<file path="src/rtl/mac_pu_pkg.sv">
// Shared constants, width helpers and layer-select encoding for the MAC processing-unit datapath.
package mac_pu_pkg;

    localparam int MAC_NUM_DEF = 8;
    localparam int DATA_W_DEF  = 8;
    localparam int ACC_W_DEF   = 24;
    localparam int SHIFT_DEF   = 4;

    typedef enum logic {
        LAYER_ACT = 1'b0,
        LAYER_TMP = 1'b1
    } layer_e;

    function automatic int prod_w(input int data_w);
        return 2 * data_w;
    endfunction

    function automatic int sum_w(input int data_w, input int mac_num);
        return 2 * data_w + $clog2(mac_num);
    endfunction

endpackage

</file>
<file path="src/rtl/mac_pu_datapath_if.sv">
// Operand, control and result bundle of the MAC processing unit.
interface mac_pu_datapath_if #(
    parameter int MAC_NUM = 8,
    parameter int DATA_W  = 8,
    parameter int ACC_W   = 24
);
    // pu_en_i marks one operand beat per high cycle; pu_valid_i closes the running
    // accumulation and res_valid_o answers it with a one-cycle strobe 3 cycles later.
    // There is no back-pressure: the datapath accepts every beat and token.
    logic                          pu_en_i;
    logic                          pu_valid_i;
    logic                          pu_clear_i;
    logic                          mux_ctrl_i;
    logic [MAC_NUM*DATA_W-1:0]     act_i;
    logic [MAC_NUM*DATA_W-1:0]     tmp_i;
    logic [MAC_NUM*DATA_W-1:0]     wgt_i;
    logic [DATA_W-1:0]             res_data_o;
    logic [ACC_W-1:0]              res_acc_o;
    logic                          res_valid_o;
    logic                          res_layer_o;
    logic                          ovf_o;

    modport master (
        output pu_en_i, pu_valid_i, pu_clear_i, mux_ctrl_i, act_i, tmp_i, wgt_i,
        input  res_data_o, res_acc_o, res_valid_o, res_layer_o, ovf_o
    );

    modport slave (
        input  pu_en_i, pu_valid_i, pu_clear_i, mux_ctrl_i, act_i, tmp_i, wgt_i,
        output res_data_o, res_acc_o, res_valid_o, res_layer_o, ovf_o
    );
endinterface

</file>
<file path="src/rtl/mac_pu_datapath_adder_tree.sv">
// Registered signed reduction of N packed lanes, carrying a valid bit alongside the sum.
module adder_tree #(
    parameter int N     = 8,
    parameter int IN_W  = 16,
    parameter int OUT_W = IN_W + $clog2(N)
) (
    input  logic                    clk_i,
    input  logic                    rst_i,
    input  logic                    clear_i,
    input  logic                    vld_i,
    input  logic [N*IN_W-1:0]       in_i,
    output logic                    vld_o,
    output logic signed [OUT_W-1:0] sum_o
);

    logic signed [OUT_W-1:0] sum_c;

    always_comb begin
        sum_c = '0;
        for (int i = 0; i < N; i++) begin
            sum_c = sum_c + OUT_W'($signed(in_i[i*IN_W +: IN_W]));
        end
    end

    always_ff @(posedge clk_i) begin
        if (rst_i) begin
            vld_o <= 1'b0;
            sum_o <= '0;
        end else begin
            vld_o <= vld_i & ~clear_i;
            if (vld_i && !clear_i) begin
                sum_o <= sum_c;
            end
        end
    end

endmodule

</file>
<file path="src/rtl/mac_pu_datapath.sv">
// Three-stage MAC datapath: lane products, adder-tree reduction, saturating accumulator
// with token-timed capture and ReLU / signed requantization of the captured value.
module mac_pu_datapath
    import mac_pu_pkg::*;
#(
    parameter int MAC_NUM = MAC_NUM_DEF,
    parameter int DATA_W  = DATA_W_DEF,
    parameter int ACC_W   = ACC_W_DEF,
    parameter int SHIFT   = SHIFT_DEF
) (
    input  logic              clk_i,
    input  logic              rst_i,
    mac_pu_datapath_if.slave  bus
);

    localparam int PROD_W = prod_w(DATA_W);
    localparam int SUM_W  = sum_w(DATA_W, MAC_NUM);
    localparam logic signed [ACC_W-1:0] ACC_MAX = {1'b0, {(ACC_W-1){1'b1}}};
    localparam logic signed [ACC_W-1:0] Q_MAX   = ACC_W'((1 <<< (DATA_W-1)) - 1);
    localparam logic signed [ACC_W-1:0] Q_MIN   = ~Q_MAX;

    logic [MAC_NUM*DATA_W-1:0] op_sel;
    logic [MAC_NUM*PROD_W-1:0] prod_c, s1_prod;
    logic                      s1_vld, s2_vld;
    logic signed [SUM_W-1:0]   s2_sum;
    logic signed [ACC_W-1:0]   acc, acc_sat, r_c;
    logic signed [ACC_W:0]     acc_wide;
    logic                      ovf_c, capture;
    logic [2:0]                tok;
    logic [DATA_W-1:0]         q_c, res_data;
    logic [ACC_W-1:0]          res_acc;
    logic                      res_layer, ovf;

    assign op_sel = (bus.mux_ctrl_i == LAYER_TMP) ? bus.tmp_i : bus.act_i;

    always_comb begin
        prod_c = '0;
        for (int i = 0; i < MAC_NUM; i++) begin
            prod_c[i*PROD_W +: PROD_W] = PROD_W'($signed(op_sel[i*DATA_W +: DATA_W]))
                                       * PROD_W'($signed(bus.wgt_i[i*DATA_W +: DATA_W]));
        end
    end

    always_ff @(posedge clk_i) begin
        if (rst_i) begin
            s1_vld  <= 1'b0;
            s1_prod <= '0;
        end else begin
            s1_vld <= bus.pu_en_i & ~bus.pu_clear_i;
            if (bus.pu_en_i && !bus.pu_clear_i) begin
                s1_prod <= prod_c;
            end
        end
    end

    adder_tree #(
        .N     (MAC_NUM),
        .IN_W  (PROD_W),
        .OUT_W (SUM_W)
    ) u_adder_tree (
        .clk_i   (clk_i),
        .rst_i   (rst_i),
        .clear_i (bus.pu_clear_i),
        .vld_i   (s1_vld),
        .in_i    (s1_prod),
        .vld_o   (s2_vld),
        .sum_o   (s2_sum)
    );

    // One extra sign bit exposes overflow; clamp to the signed accumulator range.
    always_comb begin
        acc_wide = (ACC_W+1)'(acc) + (ACC_W+1)'(s2_sum);
        ovf_c    = acc_wide[ACC_W] ^ acc_wide[ACC_W-1];
        if (ovf_c) begin
            acc_sat = acc_wide[ACC_W] ? ~ACC_MAX : ACC_MAX;
        end else begin
            acc_sat = acc_wide[ACC_W-1:0];
        end
    end

    always_comb begin
        r_c = acc >>> SHIFT;
        if (r_c > Q_MAX) begin
            q_c = Q_MAX[DATA_W-1:0];
        end else if (bus.mux_ctrl_i == LAYER_ACT && r_c < 0) begin
            q_c = '0;
        end else if (r_c < Q_MIN) begin
            q_c = Q_MIN[DATA_W-1:0];
        end else begin
            q_c = r_c[DATA_W-1:0];
        end
    end

    // Capturing one token early keeps the beat coincident with pu_valid_i out of this result.
    assign capture = tok[1];

    always_ff @(posedge clk_i) begin
        if (rst_i) begin
            tok       <= '0;
            acc       <= '0;
            res_acc   <= '0;
            res_data  <= '0;
            res_layer <= 1'b0;
            ovf       <= 1'b0;
        end else if (bus.pu_clear_i) begin
            tok <= '0;
            acc <= '0;
        end else begin
            tok <= {tok[1:0], bus.pu_valid_i};
            if (capture) begin
                res_acc   <= acc;
                res_data  <= q_c;
                res_layer <= bus.mux_ctrl_i;
                acc       <= s2_vld ? ACC_W'(s2_sum) : '0;
            end else if (s2_vld) begin
                acc <= acc_sat;
                if (ovf_c) begin
                    ovf <= 1'b1;
                end
            end
        end
    end

    assign bus.res_valid_o = tok[2];
    assign bus.res_acc_o   = res_acc;
    assign bus.res_data_o  = res_data;
    assign bus.res_layer_o = res_layer;
    assign bus.ovf_o       = ovf;

endmodule

</file>
<file path="src/flat_wrapper.sv">
// flat-port wrapper written by rule: the top's interface ports become plain ports
module mac_pu_datapath_flat import mac_pu_pkg::*;
#(
    parameter int MAC_NUM = MAC_NUM_DEF,
    parameter int DATA_W  = DATA_W_DEF,
    parameter int ACC_W   = ACC_W_DEF,
    parameter int SHIFT   = SHIFT_DEF
)
  (clk_i, rst_i, bus_pu_en_i, bus_pu_valid_i, bus_pu_clear_i, bus_mux_ctrl_i, bus_act_i, bus_tmp_i, bus_wgt_i, bus_res_data_o, bus_res_acc_o, bus_res_valid_o, bus_res_layer_o, bus_ovf_o);
  mac_pu_datapath_if #(.MAC_NUM(MAC_NUM), .DATA_W(DATA_W), .ACC_W(ACC_W)) bus_i ();
  input  logic clk_i;
  input  logic rst_i;
  input wire logic [$bits(bus_i.pu_en_i)-1:0] bus_pu_en_i;
  input wire logic [$bits(bus_i.pu_valid_i)-1:0] bus_pu_valid_i;
  input wire logic [$bits(bus_i.pu_clear_i)-1:0] bus_pu_clear_i;
  input wire logic [$bits(bus_i.mux_ctrl_i)-1:0] bus_mux_ctrl_i;
  input wire logic [$bits(bus_i.act_i)-1:0] bus_act_i;
  input wire logic [$bits(bus_i.tmp_i)-1:0] bus_tmp_i;
  input wire logic [$bits(bus_i.wgt_i)-1:0] bus_wgt_i;
  output wire logic [$bits(bus_i.res_data_o)-1:0] bus_res_data_o;
  output wire logic [$bits(bus_i.res_acc_o)-1:0] bus_res_acc_o;
  output wire logic [$bits(bus_i.res_valid_o)-1:0] bus_res_valid_o;
  output wire logic [$bits(bus_i.res_layer_o)-1:0] bus_res_layer_o;
  output wire logic [$bits(bus_i.ovf_o)-1:0] bus_ovf_o;
  assign bus_i.pu_en_i = bus_pu_en_i;
  assign bus_i.pu_valid_i = bus_pu_valid_i;
  assign bus_i.pu_clear_i = bus_pu_clear_i;
  assign bus_i.mux_ctrl_i = bus_mux_ctrl_i;
  assign bus_i.act_i = bus_act_i;
  assign bus_i.tmp_i = bus_tmp_i;
  assign bus_i.wgt_i = bus_wgt_i;
  assign bus_res_data_o = bus_i.res_data_o;
  assign bus_res_acc_o = bus_i.res_acc_o;
  assign bus_res_valid_o = bus_i.res_valid_o;
  assign bus_res_layer_o = bus_i.res_layer_o;
  assign bus_ovf_o = bus_i.ovf_o;
  mac_pu_datapath #(.MAC_NUM(MAC_NUM), .DATA_W(DATA_W), .ACC_W(ACC_W), .SHIFT(SHIFT)) u_core (.clk_i(clk_i), .rst_i(rst_i), .bus(bus_i));
endmodule
</file>
<file path="config.mk">
export PLATFORM = sky130hd
export DESIGN_NAME = mac_pu_datapath_flat
export DESIGN_NICKNAME = d
export VERILOG_FILES = /design/src/rtl/mac_pu_pkg.sv /design/src/rtl/mac_pu_datapath_if.sv /design/src/rtl/mac_pu_datapath_adder_tree.sv /design/src/rtl/mac_pu_datapath.sv /design/src/flat_wrapper.sv
export SDC_FILE = /design/constraint.sdc
export NUM_CORES = 2
export LEC_CHECK = 0
export ABC_AREA = 1
export CAP_MARGIN = 10
export CORE_MARGIN = 10
export CORE_UTILIZATION = 35
export CTS_BUF_LIST = sky130_fd_sc_hd__clkbuf_4
export DETAILED_ROUTE_END_ITERATION = 7
export PLACE_DENSITY_LB_ADDON = 0.25
export SETUP_SLACK_MARGIN = 0.2
export SLEW_MARGIN = 15
export SYNTH_ARGS = -nofsm -noshare
export SYNTH_HDL_FRONTEND = slang
export SYNTH_SLANG_ARGS = --single-unit
</file>
<file path="constraint.sdc">
create_clock -name clk_i -period 7.9 [get_ports clk_i]
set_input_delay 1.58 -clock clk_i [delete_from_list [all_inputs] [get_ports clk_i]]
set_output_delay 1.58 -clock clk_i [all_outputs]
set_load 0.05 [all_outputs]
</file>
# --- Yosys cells after proc, flatten, opt, wreduce, memory -nomap -nowiden ---
# Index checks and enable logic that the tools add are counted.
word_totals:
  regBits: 210
  wordCells: 52
  in_bits: 198
  out_inout_bits: 35
classes:
  mux: 9
  n_mul: 8
  reduce_logical: 8
  add_sub_neg: 8
  bitwise: 6
  n_lt_le_gt_ge: 3
op_table:
  columns: ["op", "count"]
  rows:
  - ["multiplier 8 x 8 -> 16 bit", 8]
  - ["2-to-1 mux 24 bit", 5]
  - ["adder 19 x 16 -> 19 bit", 4]
  - ["2-to-1 mux 64 bit", 1]
  - ["adder 24 x 19 -> 25 bit", 1]
  - ["2-to-1 mux 8 bit", 3]
  - ["greater-than comparator 20 x 8 -> 1 bit, second input constant", 1]
  - ["less-than comparator 20 x 1 -> 1 bit, second input constant", 1]
  - ["less-than comparator 20 x 8 -> 1 bit, second input constant", 1]
  - ["adder 18 x 16 -> 19 bit", 1]
  - ["adder 17 x 16 -> 18 bit", 1]
  - ["adder 16 x 16 -> 17 bit", 1]
  - ["AND reduction 4 bit", 1]
  - ["logical AND 1 bit", 3]
  - ["inverter 1 bit", 3]
  - ["AND 1 bit", 2]
  - ["AND reduction 2 bit", 1]
  - ["nonzero test 2 bit", 1]
  - ["OR reduction 2 bit", 1]
  - ["zero test 1 bit", 1]
  - ["bitwise XOR 1 bit", 1]

# --- Logic depth before layout (Yosys ltp) ---
depth:
  word_depth: 7
  ltp_mapped: 26
  depth_no_buf: 24

# --- Modules after synthesis ---
# Synthesis repeated with hierarchy kept, for this count alone.
hier_totals:
  cells_unflattened: 4466
  hier_area_um2: 33444.6
by_module_without_submodules:
  columns: ["module", "n_inst", "area_each_um2", "cells_each", "seq_area_each_um2"]
  rows:
  - ["mac_pu_datapath", 1, 28800.1, 3833, 3803.6]
  - ["adder_tree", 1, 4644.5, 633, 400.4]

# --- Worst setup path before layout ---
# No wires, ideal clock.
synth_path:
  kind: "input -> register"
  start: "input bus_mux_ctrl_i"
  end: "register u_core.s1_prod[108]"
  arrival_ps: 6090
  path_slack_ps: 1701
  setup_time_ps: 109
  cell_stages: 26
  required_time_ps: 7791
  n_path_buf: 2
  cell_sequence: "buf_2 -> inv_1 -> clkbuf_1 -> or2_2 -> o21ai_0 -> nor2_1 -> fa_1 -> inv_1 -> fa_1 -> inv_1 -> fa_1 -> inv_1 -> fa_1 -> inv_1 -> ha_1 -> inv_1 -> o21bai_1 -> a31oi_1 -> o21ai_0 -> a21o_1 -> nand2_1 -> nand2_1 -> nand2_1 -> nand3_1 -> nand2_1 -> inv_1"
synth_between:
  elab_chain_len: 2
synth_lines:
  columns: ["element", "line", "text"]
  rows:
  - ["start, declared", "flat_wrapper.sv:16", "input wire logic [$bits(bus_i.mux_ctrl_i)-1:0] bus_mux_ctrl_i;"]
  - ["2-to-1 mux 64 bit", "mac_pu_datapath.sv:34", "assign op_sel = (bus.mux_ctrl_i == LAYER_TMP) ? bus.tmp_i : bus.act_i;"]
  - ["multiplier 8 x 8 -> 16 bit", "mac_pu_datapath.sv:40", "* PROD_W'($signed(bus.wgt_i[i*DATA_W +: DATA_W]));"]
  - ["end signal, assigned", "mac_pu_datapath.sv:51", "s1_prod <= prod_c;"]
  - ["end, declared", "mac_pu_datapath.sv:23", "logic [MAC_NUM*PROD_W-1:0] prod_c, s1_prod;"]
# No other way between the ends.
# A chain may end at the register's enable or synchronous reset.

# --- Final worst setup path ---
layout_path:
  start: "input bus_mux_ctrl_i"
  end: "register u_core.s1_prod[125]"
# The elaborated chain is that of the path after synthesis.

==> flow_summary.toml <==
[status]
status = "completed"

[worst_hold_path]
hold_depth = 2
holdCritPathClass = "reg -> reg"
hp-start = "u_core.tok[0]$_SDFF_PP0_"

[power_and_ir_drop]
leakage_uw = 0.0191
ir_drop_mv = 0.387
p_int_uw = 6010
powerDensity_mw_per_mm2 = 357
power_switching_share = 0.546
clockPowerShare = 0.070
seqPwrFrac = 0.098
power.switching_uw = 7220
power_frac_comb = 0.831

[clock_tree]
clk_latency_ps = 730
clk_path_buf_depth = 3
clk_pin_slew_ps = 70
cts_tree = "yes"
cts_buffers = 55
root_buffer = "clkbuf_4"
cts_hold_buf = 0
ctsHtreeMaxLevel = 2
cts_resized = 0
clock_sinks = 210
post_cts_buffers = 0

[synthesis]
synth_warnings = 0
seq_area_frac_synth = 0.129
ys_ff_latch = 210
synthCells = 4224
ys_types = 40
syn_avg_cell_area_um2 = 7.73
synth_fp_nets = 5237
synth_area_mm2 = 0.0327

[critical_path]
critical_path.startpoint = "bus_mux_ctrl_i"
cp_max_fo = 29
endpoint_kind = "register"
reg2reg_slack_ps = 3380
worstRegToRegCells = 19
path_class = "in -> reg"
cp.arrival_ps = 6960
timing.rr.start = "u_core.s1_prod[66]$_SDFFE_PP0P_"
critPathLaunchType = "input port"
required_ps = 8570

[placement]
place_congestion = 0.882
place.detailed.hpwl_mm = 73.8
port_buffers = 232
place_area_mm2 = 0.0364
dp_cells = 5637

[floorplanning]
die_area_mm2 = 0.106
start_util = 0.355
die_height_um = 326
core_mm2 = 0.0921
core.rowCount = 111
io_pins = 233
die_w_um = 326

[finish]
area_growth_pct = 13.3
final_cells = 5729
drive_gt1_frac = 0.0421
layout_common_cells = "1114 x inv_1, 547 x nor2_1, 540 x fa_1, 457 x nand2_1, 275 x ha_1"
fin_area_mm2 = 0.0370
layout_commonest_cell = "inv_1"
final_nets = 5464

[drt]
first_iter_violations = 1346
vias = 26300
wl_per_cell_um = 15.2
routed_via_density = 4.60
drtPass1Iterations = 5
drt_wl_total_mm = 87.0
drcViolationCount = 0
ant_nets = 0

[timing]
fin_crit_ps = 6290
fin_skew_ps = 51.8
timing.final.crit_share = 0.797
finalHoldViolations = 0
slew_violations = 0
rsz0062_at_grt = "no"
worst_slew_pin_slew_ps = 1230
fmax_mhz = 159
relSlewSlack = 0.169
tns_ps = 0
finalSetupViolations = 0

[grt]
grt_max_degree = 95
antenna_found_initial = 6
grt_pass1_vias = 27600
grt.total_usage = 0.165
grt_pass1_wl_mm = 144
overflow = 0

[flow_run]
drv_cap = 0
[logic make-up (layout without fill, tap and decap cells)]
| family | count (synthesis) | in the layout | synth area share |
|---|---|---|---|
| xor+xnor | 141 | 141 | 0.0378 |
| compound gates | 607 | 607 | 0.0997 |
| buf+inv | 1208 | 1469 | 0.140 |
| other cells | 0 | 1 | 0 |
| mux | 12 | 12 | 0.00368 |
| simple gates | 1231 | 1231 | 0.154 |
| flops | 210 | 210 | 0.129 |
| fa+ha+maj | 815 | 815 | 0.436 |
[worst paths after layout]
path / to
max: u_core.s1_prod[125]$_SDFFE_PP0P_
min reg2reg: u_core.tok[1]$_SDFF_PP0_
min: u_core.tok[1]$_SDFF_PP0_
max reg2reg: u_core.u_adder_tree.sum_o[12]$_SDFFE_PP0P_
[flip-flops by register name, summed over array words and instances, names as in the netlist, 3 cells and up]
signal                     cells
u_core.acc                    24
u_core.bus.res_data_o          8
u_core.bus.res_acc_o          24
u_core.s1_prod               128
u_core.u_adder_tree.sum_o     19
u_core.tok                     3
[synthesized netlist by cell type (all sizes together)]
library cell / count / area, µm²
a31oi: 8 / 50.1
nand2: 466 / 1770
clkbuf: 67 / 251
nor2: 548 / 2060
o211a: 2 / 20.0
o221ai: 1 / 8.76
ha: 275 / 3440
nand3: 100 / 500
inv: 1126 / 4230
a41oi: 1 / 8.76
o21ai: 253 / 1270
a21o: 10 / 75.1
nor3: 21 / 105
nor4: 2 / 12.5
a211oi: 5 / 37.5
or2: 65 / 407
o211ai: 21 / 158
a21boi: 1 / 7.51
xnor2: 61 / 534
fa: 540 / 10800
dfxtp: 210 / 4200
xor2: 80 / 701
a21oi: 272 / 1380
and2: 3 / 18.8
o31ai: 3 / 22.5
mux2i: 12 / 120
clkinv: 1 / 3.75
o21bai: 28 / 210
nand3b: 2 / 15.0
nand4: 24 / 150
o2111ai: 2 / 17.5
buf: 14 / 81.3
[power by group through the flow]
stage | logic (µW) | clock network (µW) | registers [µW]
2_1_floorplan | 8260 | 0 | 1290
4_1_cts | 11100 | 955 | 1300
6_report | 11000 | 930 | 1300
3_5_place_dp | 11000 | 0 | 1320
5_1_grt | 12800 | 1010 | 1310
3_3_place_gp | 11000 | 0 | 1320
[through the flow]
step | power [µW] | worst slack, ps | hold WS, ps | utilization
floorplan | 9550 | 1700 | 394 | -
global placement | 12300 | 929 | 413 | 0.395
detailed placement | 12300 | 893 | 407 | 0.395
CTS | 13400 | 1660 | 420 | 0.402
global route | 15100 | 1320 | 446 | 0.402
finish | 13200 | 1610 | 414 | 0.402
[critical path, cell delays in order]
cell and delay (ps):
buf_4 240, inv_2 90, buf_4 340, or2_2 170, o21ai_0 420, inv_1 260, nand2_1 100, fa_1 560
inv_1 70, fa_1 500, fa_1 490, inv_1 50, fa_1 470, inv_1 40, ha_1 330, a21oi_1 230
o21ai_0 140, a21oi_1 220, o21bai_1 110, or2_2 270, nand3_1 70, o211ai_1 100, inv_1 80
[layout make-up]
class                           count  area [µm²]
Antenna cell                        1        2.50
Timing Repair Buffer              251        2470
Clock inverter                     17        93.8
Sequential cell                   210        4200
Inverter                         1127        4230
Multi-Input combinational cell   2806       23900
Clock buffer                       74         556
Tap cell                         1243        1560
Fill cell                        9673       55100
[metal layers]
layer,global-route usage,wire length (µm)
met3,0.0217,3660
met1,0.210,38000
met4,0.0334,1750
met2,0.295,43600
met5,0,13
Note: power is estimated with default switching activity, not from simulation.
